### src/rtl/dice_pkg.sv
// rtl/dice_pkg.sv - shared dice types and constants for the game FSM and display decoder
package dice_pkg;

  typedef enum logic [1:0] {
    IDLE    = 2'd0,
    SPIN    = 2'd1,
    PRESENT = 2'd2
  } state_t;

  localparam logic [2:0] DIE_MIN = 3'd1;
  localparam logic [2:0] DIE_MAX = 3'd6;

  function automatic logic [2:0] die_step(input logic [2:0] d);
    return (d == DIE_MAX) ? DIE_MIN : d + 3'd1;
  endfunction

endpackage

### src/rtl/roll_debouncer.sv
// rtl/roll_debouncer.sv - synchroniser and debouncer for an active-low push button
module roll_debouncer #(
  parameter int DEBOUNCE_CYCLES = 250000,
  parameter int CNT_W           = 18
) (
  input  logic clock,
  input  logic reset,
  input  logic raw_n,
  output logic level,
  output logic press_pulse
);

  logic             sync1;
  logic             sync2;
  logic [CNT_W-1:0] cnt;
  logic             sample;

  // level and sample are active-high "pressed"
  assign sample = ~sync2;

  always_ff @(posedge clock) begin
    if (reset) begin
      sync1       <= 1'b1;
      sync2       <= 1'b1;
      cnt         <= '0;
      level       <= 1'b0;
      press_pulse <= 1'b0;
    end else begin
      sync1       <= raw_n;
      sync2       <= sync1;
      press_pulse <= 1'b0;
      if (sample != level) begin
        if (cnt == CNT_W'(DEBOUNCE_CYCLES - 1)) begin
          level       <= sample;
          cnt         <= '0;
          press_pulse <= sample;
        end else begin
          cnt <= cnt + 1'b1;
        end
      end else begin
        cnt <= '0;
      end
    end
  end

endmodule

### src/rtl/dice_roll_sequencer.sv
// rtl/dice_roll_sequencer.sv - spins two dice while the roll button is held and offers the result
module dice_roll_sequencer
  import dice_pkg::*;
#(
  parameter int DEBOUNCE_CYCLES = 250000,
  parameter int MIN_SPIN_CYCLES = 16,
  parameter int CNT_W           = 18
) (
  input  logic       clock,
  input  logic       reset,
  input  logic       roll,
  input  logic       roll_ack,
  output logic [2:0] die1,
  output logic [2:0] die2,
  output logic [3:0] sum,
  output logic       roll_valid,
  output logic       spinning
);

  localparam int SPIN_W = $clog2(MIN_SPIN_CYCLES + 1);

  state_t            state;
  state_t            state_next;
  logic              level;
  logic              press_pulse;
  logic [SPIN_W-1:0] spin_cnt;
  logic              release_seen;
  logic              spin_done;
  logic              released;

  roll_debouncer #(
    .DEBOUNCE_CYCLES(DEBOUNCE_CYCLES),
    .CNT_W          (CNT_W)
  ) u_debouncer (
    .clock      (clock),
    .reset      (reset),
    .raw_n      (roll),
    .level      (level),
    .press_pulse(press_pulse)
  );

  assign spin_done  = (spin_cnt == SPIN_W'(MIN_SPIN_CYCLES));
  // an early release is latched so a re-press cannot extend the spin
  assign released   = ~level | release_seen;
  assign roll_valid = (state == PRESENT);
  assign spinning   = (state == SPIN);

  always_comb begin
    state_next = state;
    case (state)
      IDLE:    if (press_pulse) state_next = SPIN;
      SPIN:    if (released && spin_done) state_next = PRESENT;
      PRESENT: if (roll_ack) state_next = IDLE;
      default: state_next = IDLE;
    endcase
  end

  always_ff @(posedge clock) begin
    if (reset) begin
      state        <= IDLE;
      die1         <= DIE_MIN;
      die2         <= DIE_MIN;
      sum          <= 4'd2;
      spin_cnt     <= '0;
      release_seen <= 1'b0;
    end else begin
      state <= state_next;
      case (state)
        IDLE: begin
          spin_cnt     <= '0;
          release_seen <= 1'b0;
        end
        SPIN: begin
          if (state_next == PRESENT) begin
            sum <= {1'b0, die1} + {1'b0, die2};
          end else begin
            die1 <= die_step(die1);
            if (die1 == DIE_MAX) die2 <= die_step(die2);
            if (!spin_done) spin_cnt <= spin_cnt + 1'b1;
            if (!level) release_seen <= 1'b1;
          end
        end
        default: ;
      endcase
    end
  end

endmodule

### config.mk
export PLATFORM = sky130hd
export DESIGN_NAME = dice_roll_sequencer
export DESIGN_NICKNAME = d
export VERILOG_FILES = /design/src/rtl/dice_pkg.sv /design/src/rtl/roll_debouncer.sv /design/src/rtl/dice_roll_sequencer.sv
export SDC_FILE = /design/constraint.sdc
export NUM_CORES = 1
export LEC_CHECK = 0
export ABC_AREA = 1
export BUFFER_PORTS_ARGS = -buffer_cell sky130_fd_sc_hd__buf_2
export CORE_MARGIN = 4
export CORE_UTILIZATION = 54
export DETAILED_ROUTE_END_ITERATION = 10
export PLACE_DENSITY = 0.78
export SLEW_MARGIN = 20
export SYNTH_ARGS = -nofsm -noshare
export SYNTH_HDL_FRONTEND = slang
export SYNTH_HIERARCHICAL = 1
export SYNTH_SLANG_ARGS = --single-unit
### constraint.sdc
create_clock -name clock -period 1.51 [get_ports clock]
set_clock_uncertainty 0.05 [all_clocks]
set_input_delay 0.151 -clock clock [delete_from_list [all_inputs] [get_ports clock]]
set_output_delay 0.151 -clock clock [all_outputs]
set_load 0.03 [all_outputs]
==> metrics, run 1 <==
fin crit share=95.0%; M1 WL=1930 um; CP required=1660 ps; Max Cap Viol=0; hold depth=4; # fillers=397; Met3 Wirelength=164 um; n_diodes=0; Min-Delay Path Class=in2reg; GRT Util Overall=18.3%; sequential fraction of the synthesis area=35.8%; Yosys reg bits=40; largest net degree at the start of global routing=17; Reg2Reg Depth=6; htree depth=2; Hold Fails Final Rpt=0; Worst-Skew Late Latency=300 ps; clock-pin slew on the worst setup and hold paths=80 ps; Final nets=364; Root Buffer=clkbuf_8; critical path class=reg2reg; worst vdd ir=0.000599 V; vias=1976; first-pass GRT wire length=7660 um; Fmax achieved=697 MHz; GPL Wtd Cong=0.855; end of the worst register-to-register path=sum[2]; Mapped Area=0.00224 sq mm; Syn Inst Count=324; Chip Height=72.3 um; synth unique cells=30; Final Power=0.00195 W; CP max FO=6; Core Region=0.00400 sq mm; Cell Rows=23; GRT overflow=0; cts bufs inserted=5; clock tree sinks=40; Hold EP=state[1]; Die X=72.3 um; Pwr Density=766 mW/mm^2; WL final=4280 um; Critical Path Source Type=flop; Clock Path Buffers=2; worst setup margin=75.9 ps; critical path endpoint category=flop; Reg2Reg Launch Point=die1[0]; Placement Setup Slack=49.5 ps; DRC errors left=0; Syn. warnings=6; area grow syn2layout=14.0%; Final min period=1430 ps; IO Pins=16; IO Port Bufs=15; Routed WL per cell=10.6 um; # setup viols final=0; Slew headroom=81.2%; worst-margin pin slew=281 ps; Mapped Avg Cell Area=6.90 sq um; non-filler cells, final=404; router iterations before antenna repair=4; P_leak=1.02 nW; DP Wirelength=3240 um; max-slew violations=0; share of layout cells above drive strength 1=22.9%; hold_sp=roll_ack; vias in the first global route=1902; setup TNS=0 ps; Via density=4.89; flop-to-flop setup slack=80 ps; status=finished clean; CTS tree=built; initial antenna violation count=0; fin util=63.7%; Placed Cells=394; post-synth net total=335; crit path DAT=1580 ps; routed length on met2=2090 um; DR iter-0 viols=124; post-route ant nets=0; RSZ-0062 raised after global routing=true; DR top layer=met4; starting density of the core=55.9%; DIE AREA=0.00523 sq mm
-- synth_stat cells --
cell / instances / area [sq um]
nand2_1: 84 / 315
nor2_1: 43 / 161
dfxtp_1: 40 / 801
inv_1: 37 / 139
nand3_1: 22 / 110
a21oi_1: 17 / 85.1
nor2_2: 15 / 93.8
o21ai_0: 8 / 40.0
xor2_1: 8 / 70.1
inv_2: 7 / 26.3
ha_1: 6 / 75.1
nand4_1: 5 / 31.3
nand2_2: 4 / 25.0
o21ai_1: 4 / 20.0
nand2_4: 3 / 33.8
nor2_4: 3 / 33.8
buf_6: 2 / 22.5
nand3_2: 2 / 20.0
or2_2: 2 / 12.5
xnor2_1: 2 / 17.5
a21oi_2: 1 / 8.76
buf_12: 1 / 20.0
clkbuf_1: 1 / 3.75
clkinv_2: 1 / 5.00
clkinv_4: 1 / 8.76
fa_1: 1 / 20.0
nand3_4: 1 / 17.5
nand3b_1: 1 / 7.51
nor3_1: 1 / 5.00
or2_0: 1 / 6.26
-- timing repair --
| item | CTS | global route |
|---|---|---|
| endpoints found under the setup margin | 0 | 13 |
| setup buffers | 0 | 1 |
| endpoints found under the hold margin | 1 | 0 |
| resized for setup | 0 | 8 |
| hold buffers | 1 | 0 |
-- cells in the final DEF (no fill, tap or decap), drive strengths merged --
cell type	n
a21oi	18
buf	25
bufinv	1
clkbuf	6
clkinv	3
dfxtp	40
dlygate4sd3	1
fa	1
ha	6
inv	44
nand2	91
nand3	25
nand3b	1
nand4	5
nor2	61
nor3	1
o21ai	12
or2	3
xnor2	2
xor2	8
-- kinds of logic (layout without fill, tap and decap cells) --
family                     after synthesis  in the layout  synth area share (%)
xor gates and xnor gates                10             10                  3.92
AOI/OAI and AO/OA                       30             30                  6.88
adders and majority gates                7              7                  4.25
buffers and inverters                   50             80                  10.1
and+or+nand+nor                        187            187                  39.1
DFF                                     40             40                  35.8
-- worst max-delay path by stage --
stage                startpoint  endpoint  cells after the start
floorplan               die2[0]    sum[2]                      6
global placement    spin_cnt[1]   die2[2]                      9
detailed placement      die1[0]    sum[2]                      6
CTS                     die1[0]    sum[2]                      6
global route            die1[0]    sum[2]                      6
finish                  die1[0]    sum[2]                      6
-- worst max-delay path, cell delays in order (launching register included) --
cell and delay [ps]:
dfxtp_4 380, ha_2 180, inv_1 50, fa_1 370
xnor2_1 140, o21ai_1 130, nor2_1 50
-- layout make-up --
cell class | count | area, sq um | share of cell area, %
Clock buffer | 6 | 72.6 | 2.85
Clock inverter | 2 | 35.0 | 1.37
Inverter | 46 | 179 | 7.02
Multi-Input combinational cell | 234 | 1230 | 48.2
Sequential cell | 40 | 811 | 31.8
Tap cell | 50 | 62.6 | 2.45
Timing Repair Buffer | 26 | 160 | 6.28
-- flip-flops by register name (all words and copies together), names as in the netlist --
register                 cells
u_debouncer/cnt             18
spin_cnt                     5
sum                          4
die1                         3
die2                         3
state                        2
release_seen                 1
u_debouncer/level            1
u_debouncer/press_pulse      1
u_debouncer/sync1            1
u_debouncer/sync2            1
-- power breakdown --
| part | leakage (nW) | internal, W | switching [W] | total [W] |
|---|---|---|---|---|
| clock network | 0.0552 | 0.000490 | 0.000368 | 0.000859 |
| registers | 0.324 | 0.00106 | 0.00000123 | 0.00106 |
| logic | 0.645 | 0.0000131 | 0.0000231 | 0.0000362 |
-- routing by layer --
metal | track usage, % | up-vias
met5 | 0 | -
met4 | 9.81 | 0
met3 | 5.12 | 9
met2 | 31.2 | 29
met1 | 20.6 | 874
li1 | - | 1064
-- stage by stage --
step	area (sq um)	hold WS, ps
after CTS	2520	57.4
after floorplan	2240	180
after global placement	2400	287
after global routing	2550	75.9
after detailed placement	2400	288
final	2550	63.0
(Power assumes the default switching activity.)
==> inputs of run 2 (changes only) <==
--- a/config.mk
+++ b/config.mk
@@ -10,7 +10,9 @@
 export CORE_MARGIN = 4
 export CORE_UTILIZATION = 54
 export DETAILED_ROUTE_END_ITERATION = 10
+export GPL_ROUTABILITY_DRIVEN = 0
 export PLACE_DENSITY = 0.78
+export RECOVER_POWER = 50
 export SLEW_MARGIN = 20
 export SYNTH_ARGS = -nofsm -noshare
 export SYNTH_HDL_FRONTEND = slang
==> constraint.sdc (replaced) <==
create_clock -name clock -period 1.18 [get_ports clock]
set_clock_uncertainty 0.05 [all_clocks]
set_input_delay 0.118 -clock clock [delete_from_list [all_inputs] [get_ports clock]]
set_output_delay 0.118 -clock clock [all_outputs]
set_load 0.03 [all_outputs]
==> metrics, run 2 (same netlist as run 1, synthesis figures left out) <==
status=finished, violations left; placed inst area=0.00276 sq mm; Worst-Skew Late Latency=310 ps; CP max FO=2; combinational share of power=2.4%; P_leak=1.34 nW; vias=2411; critical path endpoint category=flop; worst-margin pin slew=387 ps; IO Pins=16; Cell Rows=23; non-filler cells, final=448; Fmax achieved=695 MHz; DIE AREA=0.00523 sq mm; Flop pwr share=52.7%; Routed WL per cell=16.3 um; post-route ant nets=0; crit path DAT=1580 ps; # setup viols final=41; WL final=7290 um; initial antenna violation count=0; max-slew violations=0; Sw Share=21.9%; fin crit share=122%; GRT Util Overall=24.0%; Via density=5.38; Largest regs=u_debouncer/cnt x18, spin_cnt x5, sum x4; DRC errors left=0; Slew headroom=74.3%; worst vdd ir=0.000641 V; Clock power frac=44.9%; Final min period=1440 ps; router iterations before antenna repair=5; DR iter-0 viols=217; Max Cap Viol=0; htree depth=2; most frequent cells in the layout=72 x nand2_1, 46 x buf_4, 33 x inv_1, 30 x nor2_1, 23 x dfxtp_1; share of layout cells above drive strength 1=47.5%; setup TNS=-6620 ps; IO Port Bufs=15; Placement Setup Slack=-230 ps; vias in the first global route=2263; RSZ-0062 raised after global routing=true; critical path class=reg2reg; Final nets=408; largest net degree at the start of global routing=13; Critical Path Source Type=flop; GRT overflow=0; n_diodes=0; violated checks=negative setup slack; commonest non-fill, non-tap cell in the layout=nand2_1; Chip Height=72.3 um; CP max stage delay=380 ps; CP Cell Sequence=ha_4 > inv_2 > fa_2 > xnor2_2 > o21ai_1 > nor2_1; Pint=0.00199 W; clock-pin slew on the worst setup and hold paths=100 ps; Placed Cells=427; post-route cell area=0.00333 sq mm; largest reg by FF count=u_debouncer/cnt; # fillers=220; Hold Fails Final Rpt=0; Clock Path Buffers=2; first-pass GRT wire length=9780 um; slowest CP cell=dfxtp_4; CTS tree=built; Pwr Density=763 mW/mm^2; Core Region=0.00400 sq mm; Root Buffer=clkbuf_8; clock tree sinks=40; area grow syn2layout=49.1%; Min-Delay Path Class=in2reg; Die X=72.3 um; cts bufs inserted=5; starting density of the core=55.9%; P_sw=0.000558 W; CP required=1320 ps; max FFs per register=18; worst setup margin=-259 ps; fin util=83.4%; DP Wirelength=3690 um
-- run 2: changes by cell type in the layout (fill, tap and decap cells not counted), moves of 8 or more --
cell     delta
buf_2       -8
nand2_1    -12
a21oi_2    +10
buf_6      +10
nor2_4     +12
nor2_1     -13
a21oi_1    -10
buf_4      +36
dfxtp_1    -11
-- run 2: critical path, delay by kind of cell, from the launching register on --
family	cells	cell delay, ps
XOR/XNOR	1	140
AND/OR/NAND/NOR	1	80
adder cells (fa/ha/maj)	2	480
buffers and inverters	1	40
flip-flops	1	380
AO/OA/AOI/OAI	1	150
-- run 2: what timing repair did --
| action | in CTS | in global routing |
|---|---|---|
| hold buffers | 1 | 0 |
| cloned | 1 | 0 |
| resized for setup | 40 | 54 |
| buffers inserted | 2 | 9 |
| pin swaps | 18 | 17 |
| endpoints found under the setup margin | 40 | 43 |
| endpoints found under the hold margin | 1 | 0 |
-- run 2: metrics by stage --
stage	power [W]	hold slack, ps
after CTS	0.00253	20.9
after detailed placement	0.00142	253
after floorplan	0.00140	147
after global placement	0.00142	251
final	0.00254	25.9
after global routing	0.00260	36.6
-- run 2: per-layer routing --
layer | vias to the layer above | routed length, um | part of all wire [%] | track usage (%)
met5 | - | 0 | 0 | 0
met2 | 110 | 3940 | 54 | 44.2
met1 | 1127 | 2760 | 38 | 26.5
met3 | 23 | 370 | 5.1 | 4.57
li1 | 1151 | - | - | -
met4 | 0 | 218 | 3.0 | 10.4
-- run 2: path summary, 6_finish.rpt --
| check | start | endpoint | slack, ps | cells after the start |
|---|---|---|---|---|
| worst min-delay path | roll_ack | state[1] | 30 | 4 |
| worst max register to register | die1[0] | sum[2] | -260 | 6 |
| worst min register to register | u_debouncer/sync1 | u_debouncer/sync2 | 420 | 1 |
| worst max-delay path | die1[0] | sum[2] | -260 | 6 |
-- run 2: layout make-up --
| cell class | instances | area, sq um | share of cell area (%) |
|---|---|---|---|
| clock buffers | 6 | 72.6 | 2.18 |
| repair buffers | 69 | 544 | 16.3 |
| well taps | 50 | 62.6 | 1.88 |
| multi-input cells | 235 | 1590 | 47.7 |
| clock inverters | 2 | 35.0 | 1.05 |
| inverters | 46 | 189 | 5.67 |
| flip-flops and latches | 40 | 840 | 25.2 |
-- run 2: power groups by stage --
stage / Sequential (W) / Clock [W] / Combinational (W)
6_report: 0.00134 / 0.00114 / 0.0000619
3_5_place_dp: 0.00137 / 0 / 0.0000450
3_3_place_gp: 0.00137 / 0 / 0.0000449
5_1_grt: 0.00134 / 0.00120 / 0.0000658
4_1_cts: 0.00134 / 0.00113 / 0.0000526
2_1_floorplan: 0.00137 / 0 / 0.0000281
==> inputs of run 3 (changes only) <==
--- a/config.mk
+++ b/config.mk
@@ -7,12 +7,12 @@
 export LEC_CHECK = 0
 export ABC_AREA = 1
 export BUFFER_PORTS_ARGS = -buffer_cell sky130_fd_sc_hd__buf_2
+export CAP_MARGIN = 20
 export CORE_MARGIN = 4
 export CORE_UTILIZATION = 54
 export DETAILED_ROUTE_END_ITERATION = 10
 export GPL_ROUTABILITY_DRIVEN = 0
 export PLACE_DENSITY = 0.78
-export RECOVER_POWER = 50
 export SLEW_MARGIN = 20
 export SYNTH_ARGS = -nofsm -noshare
 export SYNTH_HDL_FRONTEND = slang
==> metrics, run 3 (same netlist as run 1, synthesis figures left out) <==
M1 GR Usage=26.5%; clock-pin slew on the worst setup and hold paths=100 ps; post-route ant nets=0; Pwr Density=764 mW/mm^2; status=finished, violations left; post-route cell area=0.00334 sq mm; n_diodes=0; crit path DAT=1570 ps; DR iter-0 viols=229; DP Wirelength=3690 um; CP required=1320 ps; Chip Height=72.3 um; Cell Rows=23; IO Port Bufs=15; Placement Setup Slack=-230 ps; clock tree sinks=40; area grow syn2layout=49.2%; most frequent cells in the layout=72 x nand2_1, 46 x buf_4, 33 x inv_1, 30 x nor2_1, 23 x dfxtp_1; Final min period=1430 ps; GRT overflow=0; fin util=83.4%; Final nets=408; GRT Util Overall=24.0%; max-slew violations=0; DRC errors left=0; WL final=7330 um; first-pass GRT wire length=9780 um; Fmax achieved=698 MHz; initial antenna violation count=0; P_leak=1.34 nW; max FFs per register=18; Placed Cells=427; worst vdd ir=0.000639 V; GRT busiest layer=met2; vias=2435; share of layout cells above drive strength 1=47.7%; largest net degree at the start of global routing=13; Slew headroom=76.0%; DIE AREA=0.00523 sq mm; router iterations before antenna repair=6; Max Cap Viol=0; htree depth=2; Die X=72.3 um; Min Hold Slack=25.4 ps; RSZ-0062 raised after global routing=true; Routed WL per cell=16.4 um; Largest regs=u_debouncer/cnt x18, spin_cnt x5, sum x4; Clock Path Buffers=2; Via density=5.44; Reg2Reg Depth=6; CTS tree=built; Reg2Reg Launch Point=die1[0]; Root Buffer=clkbuf_8; # setup viols final=41; M3 GR Usage=4.57%; violated checks=negative setup slack; starting density of the core=55.9%; Worst-Skew Late Latency=310 ps; Min-Delay Path Class=in2reg; vias in the first global route=2263; commonest non-fill, non-tap cell in the layout=nand2_1; worst setup margin=-252 ps; fin crit share=121%; # fillers=219; end of the worst register-to-register path=sum[2]; met2 usage in global routing=44.2%; largest reg by FF count=u_debouncer/cnt; cts bufs inserted=5; critical path endpoint category=flop; Worst Setup EP=sum[2]; CP max FO=2; Core Region=0.00400 sq mm; Critical Path Start=die1[0]; Hold Fails Final Rpt=0; non-filler cells, final=448; Critical Path Source Type=flop; worst-margin pin slew=360 ps; placed inst area=0.00276 sq mm; flop-to-flop setup slack=-250 ps; IO Pins=16; critical path class=reg2reg
run 3: worst max-delay path, cell delays in order, from the launching register on:
cell and delay, ps:
dfxtp_4 380, ha_4 130, inv_2 40, fa_2 350, xnor2_2 140, o21ai_1 150, nor2_1 80
run 3: power by group:
group	switching [W]	internal (W)	total, W
Clock	0.000518	0.000629	0.00115
Sequential	0.00000336	0.00134	0.00134
Combinational	0.0000412	0.0000205	0.0000617
Total	0.000562	0.00199	0.00255
run 3: repair_timing:
action,4_1_cts,5_1_grt
gates resized for setup,40,54
setup buffers,2,9
gates cloned,1,0
endpoints found under the hold margin,1,0
hold buffers,1,0
setup endpoints to repair,40,43
pin swaps,18,17
run 3: per-layer routing:
layer / wire length, um / up-vias
met4: 292 / 0
met2: 3850 / 112
met5: 0 / -
met3: 359 / 33
met1: 2830 / 1140
li1: - / 1150
run 3: final cells by class:
class	count	area (sq um)	share of cell area [%]
multi-input cells	235	1590	47.7
flip-flops and latches	40	840	25.2
repair buffers	69	546	16.4
inverters	46	189	5.66
clock buffers	6	72.6	2.18
well taps	50	62.6	1.88
clock inverters	2	35.0	1.05
run 3: metrics by stage:
stage / TNS, ps / total power (W)
6_report: -6700 / 0.00255
2_1_floorplan: -1590 / 0.00140
3_5_place_dp: -4400 / 0.00142
5_1_grt: -8490 / 0.00260
4_1_cts: -3460 / 0.00253
3_3_place_gp: -3130 / 0.00142
run 3: worst min-delay path by stage:
| stage | cells past startpoint | slack [ps] | start | to |
|---|---|---|---|---|
| after floorplan | 1 | 150 | reset | u_debouncer/press_pulse |
| after global placement | 2 | 250 | roll | u_debouncer/sync1 |
| after detailed placement | 2 | 250 | roll | u_debouncer/sync1 |
| after CTS | 3 | 20 | reset | sum[1] |
| after global routing | 4 | 40 | roll_ack | state[1] |
| final | 4 | 30 | roll_ack | state[1] |
